--- src/rtl/io_arb_pkg.sv ---
// Shared constants for the IO bus arbiter: state encoding, parameter defaults
// and the read-timeout error word.
package io_arb_pkg;

   localparam int N_REQ_DEF       = 4;
   localparam int AW_DEF          = 16;
   localparam int DW_DEF          = 32;
   localparam int HOLD_CYCLES_DEF = 3;
   localparam int TIMEOUT_DEF     = 255;

   localparam int IDX_IDLE      = 0;
   localparam int IDX_WRITE_EN  = 1;
   localparam int IDX_READ_WAIT = 2;
   localparam int IDX_ACK       = 3;
   localparam int IDX_HOLD      = 4;

   typedef enum logic [4:0] {
      ST_IDLE      = 5'b00001,
      ST_WRITE_EN  = 5'b00010,
      ST_READ_WAIT = 5'b00100,
      ST_ACK       = 5'b01000,
      ST_HOLD      = 5'b10000
   } state_t;

   localparam logic [31:0] ERR_WORD = 32'hDEAD_BEEF;

   // Index width that stays legal for a single requester.
   function automatic int id_width(input int n);
      return (n > 1) ? $clog2(n) : 1;
   endfunction

endpackage

--- src/rtl/rr_arbiter.sv ---
// Round-robin requester selection: scans upward from last+1 with wrap and
// reports the first active requester.
module rr_arbiter
   import io_arb_pkg::*;
#(
   parameter int N_REQ = N_REQ_DEF,
   parameter int IDW   = id_width(N_REQ)
) (
   input  logic [N_REQ-1:0] req,
   input  logic [IDW-1:0]   last,
   output logic [IDW-1:0]   grant,
   output logic             valid
);

   logic [IDW-1:0] grant_s;
   logic           valid_s;

   // Walk the ring farthest-first so the nearest requester after last wins.
   always_comb begin
      grant_s = {IDW{1'b0}};
      valid_s = 1'b0;
      for (int k = N_REQ; k >= 1; k--) begin
         valid_s = valid_s | req[(int'(last) + k) % N_REQ];
         grant_s = req[(int'(last) + k) % N_REQ] ? IDW'((int'(last) + k) % N_REQ) : grant_s;
      end
   end

   assign grant = grant_s;
   assign valid = valid_s;

endmodule

--- src/rtl/io_bus_arbiter.sv ---
// Multi-requester arbiter onto a single IO bus with write strobe / read handshake.
// Optional read timeout is enabled by defining IO_ARB_TIMEOUT_EN.
module io_bus_arbiter
   import io_arb_pkg::*;
#(
   parameter int N_REQ       = N_REQ_DEF,
   parameter int AW          = AW_DEF,
   parameter int DW          = DW_DEF,
   parameter int HOLD_CYCLES = HOLD_CYCLES_DEF,
   parameter int TIMEOUT     = TIMEOUT_DEF
) (
   input  logic                       clk,
   input  logic                       res,
   input  logic [N_REQ-1:0]           req,
   input  logic [N_REQ-1:0]           wr,
   input  logic [N_REQ*AW-1:0]        addr,
   input  logic [N_REQ*DW-1:0]        wdata,
   output logic [N_REQ-1:0]           ack,
   output logic [N_REQ-1:0]           err,
   output logic [DW-1:0]              rdata,
   output logic [AW-1:0]              io_addr,
   output logic [DW-1:0]              io_wdata,
   output logic                       io_wr_en,
   output logic                       io_rd_en,
   output logic                       io_sync,
   input  logic                       io_rd_ack,
   input  logic [DW-1:0]              io_rdata,
   output logic [id_width(N_REQ)-1:0] grant_id,
   output logic [5:0]                 state_peek
);

   localparam int IDW = id_width(N_REQ);
   localparam int HCW = (HOLD_CYCLES > 0) ? $clog2(HOLD_CYCLES + 1) : 1;
   localparam logic [HCW-1:0] HOLD_LAST = (HOLD_CYCLES > 0) ? HCW'(HOLD_CYCLES - 1) : {HCW{1'b0}};
   localparam logic [DW-1:0]  ERR_DW    = DW'(ERR_WORD);

   state_t           state_r, state_nxt_s;
   logic [IDW-1:0]   last_r, gid_r, arb_grant_s;
   logic             arb_valid_s, grant_take_s, sel_wr_s, wr_lat_r;
   logic [HCW-1:0]   hold_cnt_r;
   logic             hold_done_s, to_hit_s, err_set_s;
   logic [N_REQ-1:0] ack_r;
   logic [DW-1:0]    rdata_r, io_wdata_r;
   logic [AW-1:0]    io_addr_r;
   logic             io_wr_en_r, io_rd_en_r, io_sync_r;
   logic [5:0]       state_peek_r;

   function automatic logic [N_REQ-1:0] id_onehot(input logic [IDW-1:0] id);
      logic [N_REQ-1:0] v;
      v     = {N_REQ{1'b0}};
      v[id] = 1'b1;
      return v;
   endfunction

   rr_arbiter #(.N_REQ(N_REQ), .IDW(IDW)) u_rr (
      .req   (req),
      .last  (last_r),
      .grant (arb_grant_s),
      .valid (arb_valid_s)
   );

   assign grant_take_s = (state_r == ST_IDLE) && arb_valid_s;
   assign sel_wr_s     = wr[arb_grant_s];
   assign hold_done_s  = (hold_cnt_r == HOLD_LAST);
   assign err_set_s    = (state_r == ST_READ_WAIT) && to_hit_s && !io_rd_ack;

`ifdef IO_ARB_TIMEOUT_EN
   localparam int TCW = (TIMEOUT > 1) ? $clog2(TIMEOUT) : 1;
   logic [TCW-1:0] to_cnt_r;
   logic [N_REQ-1:0] err_r;

   assign to_hit_s = (to_cnt_r == TCW'(TIMEOUT - 1));

   // Read-wait cycle counter; held at zero outside READ_WAIT so every read starts fresh.
   always_ff @(posedge clk) begin
      if (res) begin
         to_cnt_r <= {TCW{1'b0}};
         err_r    <= {N_REQ{1'b0}};
      end else begin
         to_cnt_r <= (state_r == ST_READ_WAIT) ? to_cnt_r + TCW'(1) : {TCW{1'b0}};
         err_r    <= err_set_s ? id_onehot(gid_r) : {N_REQ{1'b0}};
      end
   end

   assign err = err_r;
`else
   assign to_hit_s = 1'b0;
   assign err      = {N_REQ{1'b0}};
`endif

   // Next-state decode for the one-hot transaction FSM.
   always_comb begin
      state_nxt_s = state_r;
      case (state_r)
         ST_IDLE: begin
            if (arb_valid_s) begin
               state_nxt_s = sel_wr_s ? ST_WRITE_EN : ST_READ_WAIT;
            end else begin
               state_nxt_s = ST_IDLE;
            end
         end
         ST_WRITE_EN: state_nxt_s = ST_ACK;
         ST_READ_WAIT: begin
            if (io_rd_ack || to_hit_s) begin
               state_nxt_s = ST_ACK;
            end else begin
               state_nxt_s = ST_READ_WAIT;
            end
         end
         ST_ACK: begin
            if (HOLD_CYCLES == 0) begin
               state_nxt_s = ST_IDLE;
            end else begin
               state_nxt_s = ST_HOLD;
            end
         end
         ST_HOLD: begin
            if (hold_done_s) begin
               state_nxt_s = ST_IDLE;
            end else begin
               state_nxt_s = ST_HOLD;
            end
         end
         default: state_nxt_s = ST_IDLE;
      endcase
   end

   // State, grant latch and outputs registered from the next-state decode.
   always_ff @(posedge clk) begin
      if (res) begin
         state_r      <= ST_IDLE;
         last_r       <= IDW'(N_REQ - 1);
         gid_r        <= {IDW{1'b0}};
         wr_lat_r     <= 1'b0;
         hold_cnt_r   <= {HCW{1'b0}};
         ack_r        <= {N_REQ{1'b0}};
         rdata_r      <= {DW{1'b0}};
         io_addr_r    <= {AW{1'b0}};
         io_wdata_r   <= {DW{1'b0}};
         io_wr_en_r   <= 1'b0;
         io_rd_en_r   <= 1'b0;
         io_sync_r    <= 1'b0;
         state_peek_r <= 6'b000000;
      end else begin
         state_r <= state_nxt_s;
         if (grant_take_s) begin
            gid_r      <= arb_grant_s;
            last_r     <= arb_grant_s;
            wr_lat_r   <= sel_wr_s;
            io_addr_r  <= addr[arb_grant_s*AW +: AW];
            io_wdata_r <= wdata[arb_grant_s*DW +: DW];
         end
         hold_cnt_r <= (state_r == ST_HOLD) ? hold_cnt_r + HCW'(1) : {HCW{1'b0}};
         ack_r      <= (state_nxt_s == ST_ACK) ? id_onehot(gid_r) : {N_REQ{1'b0}};
         if ((state_r == ST_READ_WAIT) && io_rd_ack) begin
            rdata_r <= io_rdata;
         end else if (err_set_s) begin
            rdata_r <= ERR_DW;
         end
         io_wr_en_r   <= (state_nxt_s == ST_WRITE_EN);
         // Read enable stays up through ACK and HOLD of a read.
         io_rd_en_r   <= (state_nxt_s == ST_READ_WAIT) ||
                         (((state_nxt_s == ST_ACK) || (state_nxt_s == ST_HOLD)) && !wr_lat_r);
         io_sync_r    <= (state_nxt_s != ST_IDLE);
         state_peek_r <= {1'b0, state_nxt_s};
      end
   end

   assign ack        = ack_r;
   assign rdata      = rdata_r;
   assign io_addr    = io_addr_r;
   assign io_wdata   = io_wdata_r;
   assign io_wr_en   = io_wr_en_r;
   assign io_rd_en   = io_rd_en_r;
   assign io_sync    = io_sync_r;
   assign grant_id   = gid_r;
   assign state_peek = state_peek_r;

endmodule
--- config.mk ---
export PLATFORM = sky130hd
export DESIGN_NAME = io_bus_arbiter
export DESIGN_NICKNAME = d
export VERILOG_FILES = /design/src/rtl/io_arb_pkg.sv /design/src/rtl/rr_arbiter.sv /design/src/rtl/io_bus_arbiter.sv
export SDC_FILE = /design/constraint.sdc
export NUM_CORES = 1
export LEC_CHECK = 0
export CORE_AREA = 4 4 128 130
export DETAILED_ROUTE_END_ITERATION = 7
export DIE_AREA = 0 0 132 134
export DONT_BUFFER_PORTS = 1
export PLACE_DENSITY = 0.53
export SLEW_MARGIN = 40
export SYNTH_ARGS = -nofsm -noshare
export SYNTH_HDL_FRONTEND = slang
export SYNTH_SLANG_ARGS = --single-unit
--- constraint.sdc ---
create_clock -name clk -period 2.5 [get_ports clk]
set_input_delay 0.75 -clock clk [delete_from_list [all_inputs] [get_ports clk]]
set_output_delay 0.75 -clock clk [all_outputs]
set_load 0.01 [all_outputs]
### Yosys cells after proc, flatten, opt, wreduce, memory -nomap -nowiden

Index checks and enable logic that the tools add are counted.

* bits in registers: 105
* bits of input ports: 235
* output and inout bits: 99
* logic and storage cells: 86

* add/sub/neg operators: 5
* order comparisons: 7
* eq/ne operators: 11
* shift operators: 2
* muxes and demuxes: 25
* bitwise operators: 9
* reduce and logical (&&, ||, !) cells: 13

Operators with widths (count)
* variable part select 128 x 8 -> 32 bit: 1
* variable part select 64 x 7 -> 16 bit: 1
* one-hot mux 5 bit (5 select lines): 1
* less-than comparator 3 x 4 -> 1 bit, second input constant: 4
* OR reduction 2 bit: 6
* binary-select mux 1 bit (select 2 bit): 5
* == test 5 x 2 -> 1 bit, second input constant: 2
* == test 5 x 3 -> 1 bit, second input constant: 2
* == test 5 x 4 -> 1 bit, second input constant: 2
* == test 5 bit, second input constant: 2
* 2-to-1 mux 1 bit: 10
* 2-to-1 mux 2 bit: 4
* adder 2 x 1 -> 2 bit, second input constant: 3
* less-than comparator 2 x 3 -> 1 bit, second input constant: 2
* 2-to-1 mux 3 bit: 2
* == test 5 x 1 -> 1 bit, second input constant: 1
* 2-to-1 mux 5 bit: 1
* != test 5 x 1 -> 1 bit, second input constant: 1
* adder 2 bit, second input constant: 2
* AND 1 bit, first input constant: 4
* logical AND 1 bit: 4
* 2-to-1 mux 4 bit: 1
* bitwise OR 1 bit: 3
* demux 1 bit (select 2 bit): 1
* other kinds (5): 7

### Logic depth before layout (Yosys ltp)

Gate-level depths: netlist of run 1.

* depth in word-level cells: 19
* depth in mapped cells: 8
* gate-level depth less buffers: 8

### Cells and area by module

Synthesis of run 1 repeated with hierarchy kept, for this count alone.

* cell total of the unflattened synthesis: 518
* area, all modules: 4889.7 um2

By module, submodules not included
* io_bus_arbiter: instances 1, cells each 504, area an instance 4805.9 um2, seq. area each 2001.9 um2
* rr_arbiter: instances 1, cells each 14, area an instance 83.8 um2, seq. area each 0.0 um2

### Worst setup path after synthesis of run 1

Ideal clock, no wire load.

* kind: input -> register
* start: input port req[2]
* end: register io_addr_r[15], in the netlist io_addr[15]
* setup time: 133 ps
* arrival: 1935 ps
* required time: 2367 ps
* setup slack: 432 ps
* stages: 7
* buffers on the path: 2
* path through: or4_4 -> nand3_2 -> nor2_4 -> nand2b_1 -> buf_4 -> buf_4 -> o221ai_1

* cells in the longest elaborated chain, start to end: 8
* elaborated cells between the ends (all ways): 21
* classes of those cells: 1 x shift; 16 x mux; 3 x bitwise; 1 x reduce/logical

RTL lines
* start, declared: RTL line io_bus_arbiter.sv:14 `input logic [N_REQ-1:0] req,`
* binary-select mux 1 bit (select 2 bit): RTL line rr_arbiter.sv:23, rr_arbiter.sv:24
* 2-to-1 mux 1 bit (not written as such) (2 in a row): RTL line rr_arbiter.sv:23, rr_arbiter.sv:24
* 2-to-1 mux 2 bit (4 in a row): RTL line rr_arbiter.sv:24 `grant_s = req[(int'(last) + k) % N_REQ] ? IDW'((int'(last) + k) % N_REQ) : grant_s;`
* variable part select 64 x 7 -> 16 bit: RTL line io_bus_arbiter.sv:150 `io_addr_r <= addr[arb_grant_s*AW +: AW];`
* end signal, assigned: RTL line io_bus_arbiter.sv:138 `io_addr_r <= {AW{1'b0}};`
* end signal, assigned: RTL line io_bus_arbiter.sv:150
* end, declared: RTL line io_bus_arbiter.sv:44 `logic [AW-1:0] io_addr_r;`

Parallel ways exist; a longest one is shown, timed or not. The select of a mux whose other input is x is not followed.
A chain may end at the register's enable or synchronous reset.

### Worst setup path after layout of run 1

* start: register last_r[0]
* end: register io_wdata_r[9], in the netlist io_wdata[9]

* cells in the longest elaborated chain, start to end: 9
* elaborated cells between the ends (all ways): 25
* classes of those cells: 4 x add/sub; 1 x shift; 16 x mux; 3 x bitwise; 1 x reduce/logical

RTL lines
* start, declared: RTL line io_bus_arbiter.sv:38 `logic [IDW-1:0] last_r, gid_r, arb_grant_s;`
* start signal, assigned: RTL line io_bus_arbiter.sv:132 `last_r <= IDW'(N_REQ - 1);`
* start signal, assigned: RTL line io_bus_arbiter.sv:148 `last_r <= arb_grant_s;`
* adder 2 x 1 -> 2 bit: RTL line rr_arbiter.sv:23, rr_arbiter.sv:24
* binary-select mux 1 bit (select 2 bit): RTL line rr_arbiter.sv:23, rr_arbiter.sv:24
* 2-to-1 mux 1 bit (not written as such) (2 in a row): RTL line rr_arbiter.sv:23, rr_arbiter.sv:24
* 2-to-1 mux 2 bit (4 in a row): RTL line rr_arbiter.sv:24
* variable part select 128 x 8 -> 32 bit: RTL line io_bus_arbiter.sv:151 `io_wdata_r <= wdata[arb_grant_s*DW +: DW];`
* end signal, assigned: RTL line io_bus_arbiter.sv:139 `io_wdata_r <= {DW{1'b0}};`
* end signal, assigned: RTL line io_bus_arbiter.sv:151
* end, declared: RTL line io_bus_arbiter.sv:43 `logic [DW-1:0] rdata_r, io_wdata_r;`

Parallel ways exist; a longest one is shown, timed or not. The select of a mux whose other input is x is not followed.

==> flow_summary_export.csv, run 1 <==
group,metric,value,unit
synth,yosysWarnings,0,
clocking,tritoncts_num_sinks,100,
global_routing,grt_max_degree,59,
synth,synth-async-reset-ratio,0,%
clocking,postCtsResizedCells,0,
global_routing,gr-total-overflow,0,
pwr,leakagePower,2.147,nW
finish,final_cell_mix,"sky130_fd_sc_hd__nand2_1 (117), sky130_fd_sc_hd__dfxtp_1 (100), sky130_fd_sc_hd__mux2i_1 (98)",
pwr,power_switching,0.002422,W
pwr,comb_power_share,33.8,%
global_routing,overall_global_routing_usage,16.30,%
timing,finalWorstPathRequiredPeriod,1.950,ns
floorplanning,placeableCoreArea,15150,µm²
floorplanning,die_width,132,µm
global_routing,grt_antenna_before_repair,0,
finish,num-nets-final,736,
critical_path,worst-path-max-fanout,58,
floorplanning,top_level_ports,334,
pwr,irDropWorstVdd,0.0003577,V
synth,number_of_standard_cells_after_synthesis,521,
pwr,sequential_fraction_of_design_power,42.5,%
placement,place_area,5016,µm²
hold_path,hp-class,"flip-flop to flip-flop",
floorplanning,rows,45,
critical_path,startpoint_type,"flip-flop",
clocking,number_of_levels_the_h_tree_was_split_into,3,
placement,place.port_buffers,0,
clocking,clk_pin_slew,0.07,ns
timing,setup_total_negative_slack,0,ns
global_routing,grt_pass1_wl,22910,µm
finish,drive_gt1_share,9.703,%
pwr,power.internal,0.003985,W
clocking,cts_inserted_buffers,9,
floorplanning,initial_utilization,32.27,%
pwr,p_total,0.006408,W
critical_path,end_kind,"flip-flop",
global_routing,number_of_global_route_vias_before_repair,4032,
floorplanning,fp.dieArea,17690,µm²
clocking,cts_tree,"built",
timing,maxSlewHeadroom,63.46,%
detailed_routing,detailedRoute.firstPassIterationCount,4,
timing,finClkSkew,0.01035,ns
clocking,clock-root-buffer,"sky130_fd_sc_hd__clkbuf_16",
detailed_routing,ant_nets,0,
finish,fin_util,35.27,%
clocking,postCtsHoldBufs,0,
timing,worst-slew-pin-transition,0.5412,ns
pwr,powerDensity,1200,nW/µm²
detailed_routing,drt_wl_total,15060,µm
timing,final-hold-violation-count,0,
synth,postSynthAreaPerCell,9.380,µm²
critical_path,critical_path.startpoint,"last_r[0]",
timing,layout_worst_path_cycle_share,77.99,%
synth,post-synth-top-area-cell,"sky130_fd_sc_hd__dfxtp_1",
timing,rsz0062_at_grt,"false",
synth,synth_largest_type_area_fraction,40.96,%
synth,ys_ff_latch,100,
pwr,share_of_power_burned_in_the_clock_network,23.6,%
critical_path,regToRegStartpoint,"last_r[0]",
detailed_routing,via_density_per_instance,5.602,
critical_path,required,2.73,ns
detailed_routing,total_vias_in_the_final_route,3888,
global_routing,gr-max-usage-layer,"met2",
synth,fraction_of_the_yosys_area_taken_by_sequential_cells,40.96,%
clocking,post-cts-setup-buffer-count,0,
detailed_routing,drc,0,
finish,fillCellCount,1523,
timing,max_clock_freq,512.9,MHz
timing,slew_viol_final,0,
synth,yosys-top-cells-area,"sky130_fd_sc_hd__dfxtp_1 (41%), sky130_fd_sc_hd__mux2i_1 (20%), sky130_fd_sc_hd__nand2_1 (9.0%)",
finish,final_cell_area,5341,µm²
global_routing,met3_usage,6.602,%
finish,final_common_cell,"sky130_fd_sc_hd__nand2_1",
run_status,status,"completed",
synth,number_of_distinct_standard_cells_referenced_by_the_synthesized_netlist,51,
placement,gpl.final_weighted_congestion,0.7813,
synth,postSynth.topFlopCell,"sky130_fd_sc_hd__dfxtp_1",
critical_path,path_class,"flip-flop to flip-flop",
hold_path,hp-start,"hold_cnt_r[0]",
timing,finalSetupViolCount,0,
clocking,insertion_delay,0.35,ns
synth,synth_enable_flop_cells,0,
pwr,power.share.switching,37.80,%
global_routing,global_route.usage.met2,28.82,%
critical_path,worst_ep_arrival_time,2.18,ns
detailed_routing,drt_iter0_markers,168,
floorplanning,chipHeight,134,µm
global_routing,use_met1,17.28,%
placement,hpwlAfterDp,11920,µm
flow_run,max-cap-violations,0,
synth,netlist_area,4887,µm²
detailed_routing,drt-wirelength-per-cell,21.70,µm
finish,areaGrowthSynthToFinish,9.293,%
clocking,cts_max_path_buffers,2,
[metrics by stage]
| stage | std cells | hold WS [ns] | worst slack (ns) |
|---|---|---|---|
| floorplan | 525 | 0.3912 | 0.4317 |
| global placement | 677 | 0.3986 | 0.2349 |
| detailed placement | 677 | 0.4068 | 0.1941 |
| CTS | 693 | 0.4171 | 0.5539 |
| global route | 693 | 0.4540 | 0.3801 |
| finish | 694 | 0.4128 | 0.5503 |
[state kept, by name, indices dropped and copies added, names as in the netlist]
| signal | flops |
|---|---|
| ack | 4 |
| grant_id | 2 |
| hold_cnt_r | 2 |
| io_addr | 16 |
| io_rd_en | 1 |
| io_sync | 1 |
| io_wdata | 32 |
| io_wr_en | 1 |
| last_r | 2 |
| rdata | 32 |
| state_peek | 1 |
| state_r | 5 |
| wr_lat_r | 1 |
[synth_stat cells, types with 2 or more instances]
cell and number:
sky130_fd_sc_hd__buf_1 2, sky130_fd_sc_hd__dfxtp_1 100, sky130_fd_sc_hd__nor4_1 2, sky130_fd_sc_hd__inv_1 4, sky130_fd_sc_hd__nand2b_1 6, sky130_fd_sc_hd__mux2i_1 98, sky130_fd_sc_hd__nor3_1 4, sky130_fd_sc_hd__o22ai_1 3
sky130_fd_sc_hd__or3_1 2, sky130_fd_sc_hd__buf_2 16, sky130_fd_sc_hd__o221ai_1 39, sky130_fd_sc_hd__o21bai_1 2, sky130_fd_sc_hd__o21ai_0 3, sky130_fd_sc_hd__o211ai_1 2, sky130_fd_sc_hd__clkbuf_1 9, sky130_fd_sc_hd__a21boi_1 3
sky130_fd_sc_hd__a31oi_1 2, sky130_fd_sc_hd__buf_4 14, sky130_fd_sc_hd__a21oi_1 35, sky130_fd_sc_hd__nor2b_1 3, sky130_fd_sc_hd__o221ai_2 10, sky130_fd_sc_hd__buf_6 7, sky130_fd_sc_hd__nor2_1 11, sky130_fd_sc_hd__nand2_1 117
[routing by layer]
| metal | wire (µm) | vias to the layer above |
|---|---|---|
| met2 | 7788 | 225 |
| met5 | 0 | - |
| met3 | 1605 | 19 |
| met4 | 324 | 0 |
| li1 | - | 1835 |
| met1 | 5342 | 1809 |
[power by group through the flow]
stage	registers, W	logic [W]	clock network (W)
finish	0.00272	0.00217	0.00152
floorplan	0.00257	0.00186	0
CTS	0.00273	0.00220	0.00156
detailed placement	0.00277	0.00219	0
global placement	0.00276	0.00212	0
global route	0.00278	0.00238	0.00163
[worst paths after layout]
kind                            cells past startpoint  slack [ns]            end
worst max-delay path                                6        0.55    io_wdata[9]
worst min-delay path                                1        0.41  hold_cnt_r[0]
worst max register to register                      6        0.55    io_wdata[9]
worst min register to register                      1        0.41  hold_cnt_r[0]
[final cells by class]
cell class	count	area [µm²]	share of cell area [%]
well taps	188	235.2	4.404
repair buffers	12	165.2	3.092
multi-input cells	372	2595	48.58
clock buffers	10	229.0	4.287
inverters	5	18.77	0.3514
flip-flops and latches	100	2002	37.48
diodes	1	2.502	0.04685
clock inverters	6	93.84	1.757
[kinds of logic (layout without fill, tap and decap cells)]
| kind of cell | after synthesis | in the layout | share of synthesized area, % |
|---|---|---|---|
| buffers and inverters | 53 | 33 | 6.631 |
| flip-flops | 100 | 100 | 40.96 |
| multiplexers | 99 | 99 | 20.30 |
| AND/OR/NAND/NOR | 161 | 161 | 14.80 |
| other | 1 | 6 | 0.07673 |
| AO/OA/AOI/OAI | 106 | 106 | 16.97 |
| adder cells (fa/ha/maj) | 1 | 1 | 0.2560 |
[critical path, stage by stage (launching register included)]
cell,delay [ns]
sky130_fd_sc_hd__dfxtp_1,0.36
sky130_fd_sc_hd__nand2b_1,0.14
sky130_fd_sc_hd__a21boi_1,0.10
sky130_fd_sc_hd__nor3_2,0.37
sky130_fd_sc_hd__buf_12,0.37
sky130_fd_sc_hd__mux2i_1,0.34
sky130_fd_sc_hd__o221ai_2,0.12
Power figures use the tool's default switching activity.
==> run 2: changes to the inputs <==
==> constraint.sdc (replaced) <==
create_clock -name clk -period 1.8 [get_ports clk]
set_input_delay 0.54 -clock clk [delete_from_list [all_inputs] [get_ports clk]]
set_output_delay 0.54 -clock clk [all_outputs]
set_load 0.01 [all_outputs]
==> run 2 against run 1 <==
Sequential power up 39%. Setup slack worse by 0.50 ns. Global-route usage increased by 1.1 points. Via count grew 4.7%. Sequential share of layout area is 3.6 points lower. Core utilization rose by 3.9 points. Final cell count up 5.6%. Clock power is 15% higher. Die area did not move. Flip-flop and latch count stayed put.
==> flow_summary_export.csv, run 2 (synthesis gave the netlist of run 1 again) <==
group,metric,value,unit
pwr,sequential_fraction_of_design_power,38.9,%
critical_path,timing.reg2reg.worst_path_depth,8,
finish,fin_util,39.13,%
clocking,clock-root-buffer,"sky130_fd_sc_hd__clkbuf_16",
clocking,clk_pin_slew,0.06,ns
critical_path,worst_ep_arrival_time,1.97,ns
global_routing,grt_max_degree,48,
critical_path,r2r-end,"io_wdata[3]",
detailed_routing,via_density_per_instance,5.553,
pwr,power_switching,0.003643,W
clocking,tritoncts_num_sinks,100,
pwr,leakagePower,2.394,nW
timing,finalWorstPathRequiredPeriod,1.745,ns
finish,diodes,0,
pwr,share_of_power_burned_in_the_clock_network,18.1,%
critical_path,required,2.02,ns
timing,hold_slack,0.2774,ns
timing,final-hold-violation-count,0,
critical_path,end_kind,"flip-flop",
critical_path,regToRegStartpoint,"last_r[0]",
floorplanning,fp.dieArea,17690,µm²
floorplanning,rows,45,
floorplanning,top_level_ports,334,
finish,areaGrowthSynthToFinish,21.27,%
timing,rsz0062_at_grt,"true",
clocking,cts_tree,"built",
timing,slew_viol_final,0,
floorplanning,placeableCoreArea,15150,µm²
critical_path,path_cells,"nand2b_4 > a21boi_4 > nor3_4 > buf_6 > clkbuf_16 > buf_4 > mux2i_1 > o221ai_2",
pwr,comb_power_share,43.1,%
finish,num-nets-final,777,
placement,hpwlAfterDp,12750,µm
timing,max_clock_freq,573.0,MHz
global_routing,grt_pass1_wl,24010,µm
detailed_routing,drt-wirelength-per-cell,22.86,µm
placement,place.port_buffers,0,
hold_path,hp-start,"res",
finish,final_cell_mix,"sky130_fd_sc_hd__nand2_1 (117), sky130_fd_sc_hd__dfxtp_1 (98), sky130_fd_sc_hd__mux2i_1 (88)",
pwr,power.share.switching,37.57,%
timing,finalSetupViolCount,0,
critical_path,path_class,"flip-flop to flip-flop",
detailed_routing,drt_wl_total,16760,µm
finish,final_common_cell,"sky130_fd_sc_hd__nand2_1",
global_routing,gr-total-overflow,0,
hold_path,holdPathEnd,"state_r[4]",
placement,gpl.final_weighted_congestion,0.8520,
flow_run,max-cap-violations,0,
detailed_routing,total_vias_in_the_final_route,4070,
critical_path,startpoint_type,"flip-flop",
detailed_routing,drc,0,
clocking,cts_inserted_buffers,9,
critical_path,crit_slowest_cell,"sky130_fd_sc_hd__dfxtp_4",
global_routing,grt_antenna_before_repair,0,
floorplanning,die_width,132,µm
pwr,power.internal,0.006054,W
clocking,cts_max_path_buffers,2,
critical_path,worstPathBufferInverterCount,3,
clocking,insertion_delay,0.35,ns
pwr,powerDensity,1636,nW/µm²
critical_path,critPathMaxStageDelay,0.36,ns
global_routing,number_of_global_route_vias_before_repair,4108,
critical_path,worst-r2r-setup-slack,0.05,ns
floorplanning,initial_utilization,32.27,%
timing,finClkSkew,0.01045,ns
detailed_routing,detailedRoute.firstPassIterationCount,4,
detailed_routing,drt_iter0_markers,119,
finish,drive_gt1_share,20.55,%
clocking,number_of_levels_the_h_tree_was_split_into,3,
hold_path,hp-class,"primary input to flip-flop",
critical_path,crit_family,"buffers and inverters",
detailed_routing,ant_nets,0,
floorplanning,chipHeight,134,µm
critical_path,worst-path-max-fanout,5,
finish,fillCellCount,1484,
global_routing,overall_global_routing_usage,17.39,%
run_status,status,"completed",
timing,layout_worst_path_cycle_share,96.96,%
pwr,irDropWorstVdd,0.0005635,V
hold_path,hold_path_depth,1,
-- run 2: cell types whose count changed in the layout (fill, tap and decap cells not counted), moves of 5 or more --
| cell | change |
|---|---|
| sky130_fd_sc_hd__buf_4 | +26 |
| sky130_fd_sc_hd__mux2i_1 | -10 |
| sky130_fd_sc_hd__buf_12 | +7 |
| sky130_fd_sc_hd__mux2i_2 | +6 |
| sky130_fd_sc_hd__o221ai_1 | -5 |
| sky130_fd_sc_hd__o221ai_2 | +5 |
-- run 2: power by group through the flow --
stage          Combinational (W)  Clock [W]  Sequential (W)
2_1_floorplan            0.00267          0         0.00357
6_report                 0.00417    0.00175         0.00377
5_1_grt                  0.00451    0.00193         0.00385
4_1_cts                  0.00387    0.00183         0.00378
3_3_place_gp             0.00350          0         0.00382
3_5_place_dp             0.00358          0         0.00382
-- run 2: cell type report --
class / count / area [µm²] / share of cell area [%]
multi-input cells: 372 / 2758 / 46.53
inverters: 5 / 18.77 / 0.3167
clock buffers: 11 / 232.7 / 3.927
flip-flops and latches: 100 / 2007 / 33.86
repair buffers: 53 / 648.1 / 10.94
clock inverters: 4 / 27.53 / 0.4644
well taps: 188 / 235.2 / 3.969
-- run 2: routing by layer --
layer	track usage [%]	routed length (µm)	part of all wire (%)
met1	17.66	5911	35
met2	31.56	8672	52
met3	8.815	1875	11
met4	4.726	301	1.8
met5	0	0	0
-- run 2: worst max path at each step --
stage	start	endpoint	slack (ns)	depth (start not counted)
6_report	last_r[0]	io_wdata[3]	0.05	8
5_1_grt	last_r[0]	io_wdata[0]	-0.02	8
4_1_cts	last_r[0]	wr_lat_r	0.01	8
3_5_place_dp	req[0]	io_addr[8]	-0.30	7
3_3_place_gp	req[0]	io_wdata[24]	-0.25	7
2_1_floorplan	req[0]	io_addr[10]	-0.03	7
-- run 2: per-stage QoR --
stage | std cells | setup slack (ns) | instance area (µm²) | total power [W] | setup TNS (ns)
6_report | 733 | 0.05466 | 5927 | 0.009697 | 0
5_1_grt | 733 | -0.01947 | 5927 | 0.01029 | -0.1219
4_1_cts | 724 | 0.01084 | 5718 | 0.009473 | 0
3_5_place_dp | 705 | -0.2972 | 5321 | 0.007402 | -11.04
3_3_place_gp | 705 | -0.2532 | 5321 | 0.007317 | -9.449
2_1_floorplan | 525 | -0.03313 | 4950 | 0.006238 | -1.495
-- run 2: what timing repair did --
action | 4_1_cts | 5_1_grt
resized for setup | 13 | 21
hold buffers | 0 | 0
gates cloned | 2 | 3
setup endpoints to repair | 53 | 42
buffers inserted | 2 | 7
pin swaps | 1 | 2
